<file path="src/rtl/addaccu_pkg.sv">
// Shared encodings for the add/accumulate block: operation modes and FSM states.
package addaccu_pkg;

  typedef enum logic [1:0] {
    MODE_ADD = 2'b00,
    MODE_ACC = 2'b01,
    MODE_SUB = 2'b10,
    MODE_CLR = 2'b11
  } mode_e;

  typedef enum logic {
    IDLE = 1'b0,
    RUN  = 1'b1
  } state_e;

  // Counter width able to hold 0..acc_len, never narrower than one bit.
  function automatic int count_width(input int acc_len);
    return (acc_len < 1) ? 1 : $clog2(acc_len + 1);
  endfunction

endpackage

</file>
<file path="src/rtl/addaccu_addsub.sv">
// Combinational WIDTH-bit adder/subtractor producing a WIDTH+1-bit result.
// The top bit is the carry-out for an add and the borrow for a subtract.
module addaccu_addsub #(
  parameter int WIDTH = 4
) (
  input  logic [WIDTH-1:0] x,
  input  logic [WIDTH-1:0] y,
  input  logic             sub,
  output logic [WIDTH:0]   res,
  output logic             cout
);

  // Zero-extend both operands so bit WIDTH is carry (add) or borrow (sub, y > x).
  always_comb begin
    if (sub) begin
      res = {1'b0, x} - {1'b0, y};
    end else begin
      res = {1'b0, x} + {1'b0, y};
    end
    cout = res[WIDTH];
  end

endmodule

</file>
<file path="src/rtl/addaccu_gen.sv">
// Registered adder / accumulator with optional saturation, sticky overflow
// and periodic dump of the accumulated result every ACC_LEN ACC/SUB ops.
module addaccu_gen
  import addaccu_pkg::*;
#(
  parameter int WIDTH   = 4,
  parameter int ACC_LEN = 0,
  parameter int SAT_EN  = 0
) (
  input  logic             ck,
  input  logic             rst_n,
  input  logic             in_vld,
  input  logic [1:0]       mode,
  input  logic [WIDTH-1:0] a,
  input  logic [WIDTH-1:0] b,
  output logic [WIDTH-1:0] sum,
  output logic             carry,
  output logic             out_vld,
  output logic             ovf,
  output logic             dump
);

  localparam int CW = count_width(ACC_LEN);
  localparam logic [CW-1:0] COUNT_LAST = CW'(ACC_LEN);

  state_e          state;
  logic [CW-1:0]   count;
  logic [CW-1:0]   count_inc;
  mode_e           op;
  logic [WIDTH-1:0] base;
  logic [WIDTH-1:0] x;
  logic            sub;
  logic [WIDTH:0]  res;
  logic            cout;
  logic [WIDTH-1:0] result;
  logic            hit;

  addaccu_addsub #(.WIDTH(WIDTH)) u_addsub (
    .x    (x),
    .y    (b),
    .sub  (sub),
    .res  (res),
    .cout (cout)
  );

  // Operand selection, saturation of ACC/SUB results and dump detection.
  always_comb begin
    op        = mode_e'(mode);
    base      = (state == RUN) ? sum : '0;
    x         = (op == MODE_ADD) ? a : base;
    sub       = (op == MODE_SUB);
    count_inc = count + CW'(1);
    hit       = (ACC_LEN > 0) && (count_inc == COUNT_LAST);
    result    = res[WIDTH-1:0];
    if ((SAT_EN != 0) && cout && (op == MODE_ACC)) begin
      result = '1;
    end
    if ((SAT_EN != 0) && cout && (op == MODE_SUB)) begin
      result = '0;
    end
  end

  // Result, flag, counter and FSM registers; idle cycles hold everything but the strobes.
  always_ff @(posedge ck or negedge rst_n) begin
    if (!rst_n) begin
      sum     <= '0;
      carry   <= 1'b0;
      out_vld <= 1'b0;
      ovf     <= 1'b0;
      dump    <= 1'b0;
      count   <= '0;
      state   <= IDLE;
    end else begin
      out_vld <= in_vld;
      dump    <= 1'b0;
      if (in_vld) begin
        case (op)
          MODE_ADD: begin
            sum   <= res[WIDTH-1:0];
            carry <= cout;
            count <= '0;
            state <= RUN;
          end
          MODE_ACC, MODE_SUB: begin
            sum   <= result;
            carry <= cout;
            if (cout) begin
              ovf <= 1'b1;
            end
            if (ACC_LEN == 0) begin
              count <= '0;
              state <= RUN;
            end else if (hit) begin
              dump  <= 1'b1;
              count <= '0;
              state <= IDLE;
            end else begin
              count <= count_inc;
              state <= RUN;
            end
          end
          MODE_CLR: begin
            sum   <= '0;
            carry <= 1'b0;
            ovf   <= 1'b0;
            count <= '0;
            state <= IDLE;
          end
          default: begin
            state <= state;
          end
        endcase
      end
    end
  end

endmodule

</file>
<file path="config.mk">
export PLATFORM = sky130hd
export DESIGN_NAME = addaccu_gen
export DESIGN_NICKNAME = d
export VERILOG_FILES = /design/src/rtl/addaccu_pkg.sv /design/src/rtl/addaccu_addsub.sv /design/src/rtl/addaccu_gen.sv
export SDC_FILE = /design/constraint.sdc
export NUM_CORES = 1
export LEC_CHECK = 0
export CAP_MARGIN = 20
export CORE_UTILIZATION = 47
export DETAILED_ROUTE_END_ITERATION = 12
export GPL_TIMING_DRIVEN = 1
export PLACE_DENSITY_LB_ADDON = 0.2
export SETUP_SLACK_MARGIN = 0.15
export SLEW_MARGIN = 20
export SYNTH_ARGS = -nofsm -noshare
export SYNTH_HDL_FRONTEND = slang
export SYNTH_SLANG_ARGS = --single-unit
</file>
<file path="constraint.sdc">
create_clock -name ck -period 3.35 [get_ports ck]
set_input_delay 0.335 -clock ck [delete_from_list [all_inputs] [get_ports ck]]
set_output_delay 0.335 -clock ck [all_outputs]
set_load 0.01 [all_outputs]
</file>
==> Word level (Yosys, flattened, before mapping) <==
Cells that the tools add are included.
{ "totals": {"register_bits": 8, "in_bits": 13, "out_inout_bits": 8} }
{ "classes": {"add_sub_neg": 2, "eq_ne": 4, "n_mux": 8, "n_reduce_logical": 5} }
{ "op_table": {"columns": ["op", "count"], "rows": [
  ["$mux W4", 2],
  ["$pmux W4 S2", 1],
  ["$pmux W1 S2", 3],
  ["$add A4 B4 Y5", 1],
  ["$mux W5", 1],
  ["$sub A4 B4 Y5", 1],
  ["$eq A2 B2 Y1 const B", 2],
  ["$reduce_and A3 Y1", 1],
  ["$reduce_or A3 Y1", 1],
  ["$eq A2 B1 Y1 const B", 1],
  ["$logic_not A2 Y1", 1],
  ["$ne A2 B2 Y1 const B", 1],
  ["$reduce_bool A2 Y1", 1],
  ["$reduce_or A2 Y1", 1],
  ["$mux W1", 1]
]} }

==> Logic depth before layout (Yosys ltp) <==
Gate-level depths: netlist of run 1.
{ "depth": {"word_depth": 6, "mapped_depth": 11} }

==> Modules after synthesis <==
A second synthesis of run 1 with hierarchy kept.
{ "hier_totals": {"cells_unflattened": 71, "hier_area_um2": 658.1} }
{ "modules_own_cells": {"columns": ["module", "n_inst", "cells_each", "area_per_inst_um2"], "rows": [
  ["addaccu_gen", 1, 43, 444.2],
  ["addaccu_addsub", 1, 28, 214.0]
]} }

==> Least setup slack after synthesis of run 1 <==
No wires, ideal clock.
{ "synth_path": {"kind": "input to register", "start": "input mode[0]", "end": "register ovf", "arrival_ns": 2.044, "required_time_ns": 3.249, "setup_slack_ns": 1.205, "cell_stages": 11, "cell_sequence": "inv_1 > ha_1 > nor2b_1 > a22oi_1 > ha_1 > inv_1 > fa_1 > nand3_1 > o211ai_1 > and2_4 > o311ai_2"} }
{ "synth_between": {"elab_chain_cells": 6, "elab_cells_between_ends": 13, "cone_classes": "add/sub: 2; eq/ne: 4; mux: 3; reduce/logical: 4"} }
{ "synth_lines": {"columns": ["item", "line_no", "rtl"], "rows": [
  ["start, declared", "addaccu_gen.sv:13", "input logic [1:0] mode,"],
  ["$logic_not A2 Y1", "addaccu_gen.sv:50", "x = (op == MODE_ADD) ? a : base;"],
  ["$mux W4", "addaccu_gen.sv:50", null],
  ["$add A4 B4 Y5 / $sub A4 B4 Y5 (equally long branches)", "addaccu_addsub.sv:18, addaccu_addsub.sv:16", null],
  ["$mux W5", "addaccu_addsub.sv:15", "if (sub) begin"],
  ["$ne A2 B2 Y1 (no source line)", null, null],
  ["$reduce_and A3 Y1 (no source line)", null, null],
  ["end signal, assigned", "addaccu_gen.sv:69", "ovf <= 1'b0;"],
  ["end signal, assigned", "addaccu_gen.sv:88", "ovf <= 1'b1;"],
  ["end signal, assigned", "addaccu_gen.sv:105", "ovf <= 1'b0;"],
  ["end, declared", "addaccu_gen.sv:19", "output logic ovf,"]
]} }
Several ways; a longest one is shown, not always the timed one.
A chain may end at the register's enable or synchronous reset.

==> Worst setup path in the final report of run 1 <==
{ "layout_path": {"start": "input mode[1]", "end": "register ovf"} }
The elaborated chain is that of the path after synthesis.

==> flow_summary.json, run 1 <==
{
  "cap_viol_max_count": 0,
  "timing.hold.ws_ns": 0.3574,
  "die_area_um2": 1473,
  "power_per_cell_area_nw_per_um2": 507.0,
  "start_kind": "primary input",
  "synth_sequential_area_ratio": 0.3219,
  "cp.arrival_ns": 2.74,
  "grt_max_degree": 10,
  "timing.critical_path.cells": "clkdlybuf4s50_1 > inv_1 > ha_1 > nor2b_1 > a22oi_1 > ha_1 > inv_1 > fa_1 > nand3_1 > a211o_1 > and2_4 > o311ai_2",
  "mux_contribution_to_synthesized_area": 0.01610,
  "timing.critical_path.slowest_stage_cell": "clkdlybuf4s50_1",
  "placementRows": 12,
  "post_synth_xor_area_fraction": 0.04225,
  "p_leak_nw": 0.3756,
  "required_ns": 3.50,
  "number_of_endpoints_failing_setup_at_the_final_stage": 0,
  "critical_path_peak_fanout": 6,
  "synth_fa_ha_area_frac": 0.1932,
  "post_dp_cell_area_um2": 822.0,
  "rsz_0062_raised_after_global_routing": "no",
  "ctsResizeCount": 0,
  "totalWireLength_mm": 1.358,
  "chipHeight_um": 38.38,
  "synthCells": 66,
  "place_congestion": 0.7665,
  "max_freq_mhz": 387.2,
  "synth_top_flop_cell": "dfrtp_1",
  "syn_avg_cell_area_um2": 9.422,
  "grt_pass1_vias": 520,
  "yosysTopAreaCell": "dfrtp_1",
  "async_reset_ff_frac": 1.000,
  "h_tree_depth": 1,
  "routed_via_count": 550,
  "final_hold_viol_count": 0,
  "number_of_setup_buffers_added_after_cts": 0,
  "wl_per_cell_um": 13.45,
  "fillCellCount": 92,
  "portBuffers": 19,
  "outcome": "completed",
  "finalCritPeriodShare": 0.7709,
  "routed_via_density": 5.446,
  "clk-insertion-delay-late_ns": 0.25,
  "max-clock-path-buffers": 2,
  "grt_remaining_overflow": 0,
  "antenna_cells": 0,
  "final.min_clock_period_ns": 2.583,
  "cts_bufs_inserted": 3,
  "flow.area_growth_from_synthesis_pct": 35.81,
  "numClockSinks": 8,
  "critPathKind": "in2reg",
  "synthesis.area_um2": 621.8,
  "finish.instance_area_um2": 844.6,
  "synth_fp_nets": 88,
  "yosys_warnings": 0,
  "clockRootBuffer": "clkbuf_4",
  "dr.first_iter.drc_count": 3,
  "fp.dieW_um": 38.38,
  "hp-class": "in2async",
  "initial_core_util": 0.5310,
  "grt_pass1_wl_mm": 2.145,
  "timing.final.max_slew_violations": 0,
  "cts-hold-fix-buffers": 0,
  "postSynthRegisterBits": 8,
  "final_layout_size_suffix_gt1_frac": 0.05747,
  "synth_top_cells_by_area": "dfrtp_1, ha_1, inv_1, nand2_1, xnor2_1",
  "multi_input_comb_area_um2": 384.1,
  "cts_tree": "built",
  "floorplan.io_pins": 21,
  "num-nets-final": 111,
  "synth-compound-area-share": 0.2032,
  "drc_violation_count_after_routing": 0,
  "netlist.area_leader.share": 0.3219,
  "max-vdd-ir-drop_mv": 0.3178,
  "kind_of_end_point_of_the_critical_path": "flop",
  "clock_transition_at_path_regs_ns": 0.05,
  "detail_route.first_pass.iterations": 2,
  "finalClockSkew_ns": 0.0006884,
  "netlist_top_cells_count": "dfrtp_1, ha_1, inv_1",
  "post_synth_edffs": 0,
  "distinct_cell_type_count_of_the_synthesized_netlist": 30,
  "grt_util_all_layers": 0.2180,
  "slowest_delay_ns": 0.53,
  "design.core.area_um2": 1171,
  "antenna_found_initial": 0,
  "synth_simple_gate_area_share": 0.1569,
  "seqCellArea_um2": 200.2,
  "finalSetupTns_ns": 0,
  "hpwl_mm": 1.121,
  "antenna_left": 0,
  "dominant_combinational_cell_family_by_area_after_synthesis": "compound AO/OA/AOI/OAI gates"
}
metrics by stage:
step | utilization | power (mW) | setup slack (ns) | cells
2_1_floorplan | - | 0.2632 | 1.205 | 66
3_3_place_gp | 0.7019 | 0.3485 | 0.6184 | 98
3_5_place_dp | 0.7019 | 0.3551 | 0.4991 | 98
4_1_cts | 0.7212 | 0.4309 | 0.7766 | 101
5_1_grt | 0.7212 | 0.4565 | 0.6329 | 101
6_report | 0.7212 | 0.4282 | 0.7673 | 101
where the power goes:
group          leakage [nW]  switching [mW]  total (mW)  internal, mW
logic                 0.267          0.0949       0.214         0.119
clock network        0.0138          0.0319      0.0728        0.0409
registers            0.0952          0.0200       0.142         0.122
total                 0.376           0.147       0.428         0.281
registers in the layout, indices dropped and copies added, names as in the netlist:
signal and count:
sum 4, carry 1, ovf 1, state 1, out_vld 1
worst max-delay path: cells and delay by family:
family	cells	cell delay, ns
buf+inv	3	0.66
simple gates	3	0.47
fa+ha+maj	3	0.65
compound gates	3	0.63
worst paths after layout:
check                                         from                  to  slack, ns  cells after the start
worst max-delay path                       mode[1]     ovf$_DFFE_PN0P_       0.77                     12
worst min-delay path                         rst_n  sum[2]$_DFFE_PN0P_       0.36                      1
worst max register to register   state$_DFFE_PN0P_     ovf$_DFFE_PN0P_       1.22                      9
worst min register to register  sum[0]$_DFFE_PN0P_  sum[0]$_DFFE_PN0P_       0.51                      2
max in group asynchronous                    rst_n  sum[0]$_DFFE_PN0P_       2.73                      1
min in group ck                 sum[0]$_DFFE_PN0P_  sum[0]$_DFFE_PN0P_       0.51                      2
cell type report:
class / instances / share of cell area
well taps: 14 / 0.02074
repair buffers: 19 / 0.2252
inverters: 8 / 0.03556
flip-flops and latches: 8 / 0.2370
clock buffers: 3 / 0.02667
multi-input cells: 49 / 0.4548
logic make-up after synthesis:
kind of cell | Yosys count
other cells | 1
flops | 8
mux | 1
fa+ha+maj | 9
buf+inv | 9
xor+xnor | 3
simple gates | 19
compound gates | 16
cells in the final DEF (no fill, tap or decap), drive strengths merged, types with 2 or more instances in the layout:
| cell type | instances |
|---|---|
| inv | 8 |
| nor2 | 2 |
| nor3 | 2 |
| nand2 | 7 |
| dfrtp | 8 |
| o21ai | 2 |
| o21a | 3 |
| xnor2 | 3 |
| clkdlybuf4s50 | 19 |
| ha | 8 |
| clkbuf | 3 |
| nor2b | 2 |
| a22o | 2 |
metal layers:
layer,vias up,wire [um],GRT usage,share of wire
li1,277,-,-,-
met1,255,603,0.2612,0.44
met2,13,672,0.3771,0.49
met3,5,43,0.01744,0.032
met4,0,38,0.1293,0.028
met5,-,0,0,0
Note: power is estimated with default switching activity, not from simulation.
==> run 2: changes to the inputs <==
--- a/config.mk
+++ b/config.mk
@@ -6,7 +6,7 @@
 export NUM_CORES = 1
 export LEC_CHECK = 0
 export CAP_MARGIN = 20
-export CORE_UTILIZATION = 47
+export CORE_UTILIZATION = 43
 export DETAILED_ROUTE_END_ITERATION = 12
 export GPL_TIMING_DRIVEN = 1
 export PLACE_DENSITY_LB_ADDON = 0.2
==> constraint.sdc (replaced) <==
create_clock -name ck -period 2.56 [get_ports ck]
set_input_delay 0.256 -clock ck [delete_from_list [all_inputs] [get_ports ck]]
set_output_delay 0.256 -clock ck [all_outputs]
set_load 0.01 [all_outputs]
==> run 2 against run 1 <==
Effect of this change: via count increased by 7.6%; setup slack worse by 0.54 ns; total power increased by 39%; critical path depth shrank 1; critical path type unchanged; critical endpoint unchanged; largest cell class unchanged.
==> flow_summary.json, run 2 (synthesis results as in run 1) <==
{
  "outcome": "completed",
  "wl_per_cell_um": 12.88,
  "cp.arrival_ns": 2.49,
  "finish.instance_area_um2": 938.4,
  "die_area_um2": 1602,
  "number_of_setup_buffers_added_after_cts": 0,
  "final.min_clock_period_ns": 2.330,
  "kind_of_end_point_of_the_critical_path": "flop",
  "grt_max_degree": 10,
  "finalClockSkew_ns": 0.006077,
  "cts-hold-fix-buffers": 0,
  "critical_path_peak_fanout": 6,
  "top_usage_layer": "met2",
  "post_dp_cell_area_um2": 883.3,
  "floorplan.io_pins": 21,
  "finalSetupTns_ns": 0,
  "cts_tree": "built",
  "detail_route.first_pass.iterations": 4,
  "required_ns": 2.72,
  "finalCritPeriodShare": 0.9103,
  "number_of_cells_in_the_finished_layout_apart_from_fillers": 110,
  "initial_core_util": 0.4720,
  "timing.critical_path.slowest_stage_cell": "fa_1",
  "max-vdd-ir-drop_mv": 0.3964,
  "antenna_left": 0,
  "dr.first_iter.drc_count": 4,
  "clk-insertion-delay-late_ns": 0.25,
  "placedCellCount": 107,
  "max_freq_mhz": 429.1,
  "portBuffers": 19,
  "max-clock-path-buffers": 2,
  "flow.area_growth_from_synthesis_pct": 50.91,
  "timing.final.max_slew_violations": 0,
  "totalWireLength_mm": 1.417,
  "place_ws_ns": -0.1132,
  "use_met3": 0.01667,
  "r2r-start": "state$_DFFE_PN0P_",
  "grt_remaining_overflow": 0,
  "critPathKind": "in2reg",
  "worstSetupEndpoint": "ovf$_DFFE_PN0P_",
  "globalRouteMet2Util": 0.2984,
  "grt_pass1_vias": 496,
  "rsz_0062_raised_after_global_routing": "yes",
  "grt_util_all_layers": 0.1871,
  "reg2reg_to": "ovf$_DFFE_PN0P_",
  "cap_viol_max_count": 0,
  "post-layout-total-power_mw": 0.5973,
  "final_critical_path_setup_slack_ns": 0.2296,
  "placementRows": 13,
  "slowest_delay_ns": 0.45,
  "routed_via_count": 592,
  "critPathLaunch": "mode[0]",
  "routed_via_density": 5.382,
  "p_leak_nw": 0.4190,
  "chipHeight_um": 40.03,
  "fp.dieW_um": 40.03,
  "numClockSinks": 8,
  "number_of_endpoints_failing_setup_at_the_final_stage": 0,
  "worst_r2r_path_depth": 8,
  "num-nets-final": 119,
  "layout_commonest_cell": "clkdlybuf4s50_1",
  "grt_pass1_wl_mm": 1.959,
  "h_tree_depth": 1,
  "hp-class": "in2async",
  "clock_transition_at_path_regs_ns": 0.05,
  "final_cell_mix": "clkdlybuf4s50_1, inv_1, dfrtp_1, buf_4, nand2_1",
  "timing.critical_path.cells": "clkdlybuf4s50_1 > inv_1 > ha_4 > nor2b_1 > buf_4 > a22o_1 > fa_1 > nand3_1 > o211ai_1 > and2_4 > o311ai_2",
  "antenna_cells": 0,
  "final_hold_viol_count": 0,
  "final_util": 0.7123,
  "fillCellCount": 104,
  "start_kind": "primary input",
  "hpwl_mm": 1.094,
  "clockRootBuffer": "clkbuf_4",
  "antenna_found_initial": 0,
  "timing.hold.ws_ns": 0.2779,
  "largest_register_ff_count": 4,
  "final_layout_size_suffix_gt1_frac": 0.2000,
  "drc_violation_count_after_routing": 0,
  "design.core.area_um2": 1318,
  "place_congestion": 0.7763,
  "gr_met1_demand_resource": 0.2578,
  "power_per_cell_area_nw_per_um2": 636.5,
  "cts_bufs_inserted": 3,
  "timing.reg2reg.setup_slack_ns": 0.49,
  "largest_register": "sum"
}
## run 2: worst max-delay path: cells and delay by family
family,cells,cell delay (ns)
adders and majority gates,2,0.63
AOI/OAI and AO/OA,3,0.56
and+or+nand+nor,3,0.37
buffers and inverters,3,0.68
## run 2: cell type report
type | instances | area, um2 | area share
inverter | 8 | 30.03 | 0.03200
tap | 15 | 18.77 | 0.02000
sequential | 8 | 200.2 | 0.2133
timing repair buffer | 27 | 250.2 | 0.2667
clock buffer | 3 | 22.52 | 0.02400
multi-input combinational | 49 | 416.7 | 0.4440
## run 2: report_power, final
part / switching [mW] / internal [mW] / leakage, nW / total, mW
logic: 0.135 / 0.185 / 0.310 / 0.319
clock network: 0.0405 / 0.0535 / 0.0138 / 0.0940
registers: 0.0248 / 0.159 / 0.0952 / 0.184
## run 2: worst min-delay path by stage
stage	from	to	cells after the start
after detailed placement	sum[0]$_DFFE_PN0P_	sum[0]$_DFFE_PN0P_	2
after CTS	rst_n	carry$_DFFE_PN0P_	1
after floorplan	rst_n	carry$_DFFE_PN0P_	0
final	rst_n	carry$_DFFE_PN0P_	1
after global placement	sum[0]$_DFFE_PN0P_	sum[0]$_DFFE_PN0P_	2
after global routing	rst_n	carry$_DFFE_PN0P_	1
## run 2: per-layer routing
layer,vias up,share of wire
met2,12,0.50
met5,-,0
met1,285,0.45
li1,293,-
met4,0,0.012
met3,2,0.037
## run 2: repair_timing
| action | 4_1_cts | 5_1_grt |
|---|---|---|
| resized for setup | 1 | 6 |
| endpoints found under the setup margin | 1 | 3 |
| endpoints found under the hold margin | 0 | 0 |
| pin swaps | 0 | 2 |
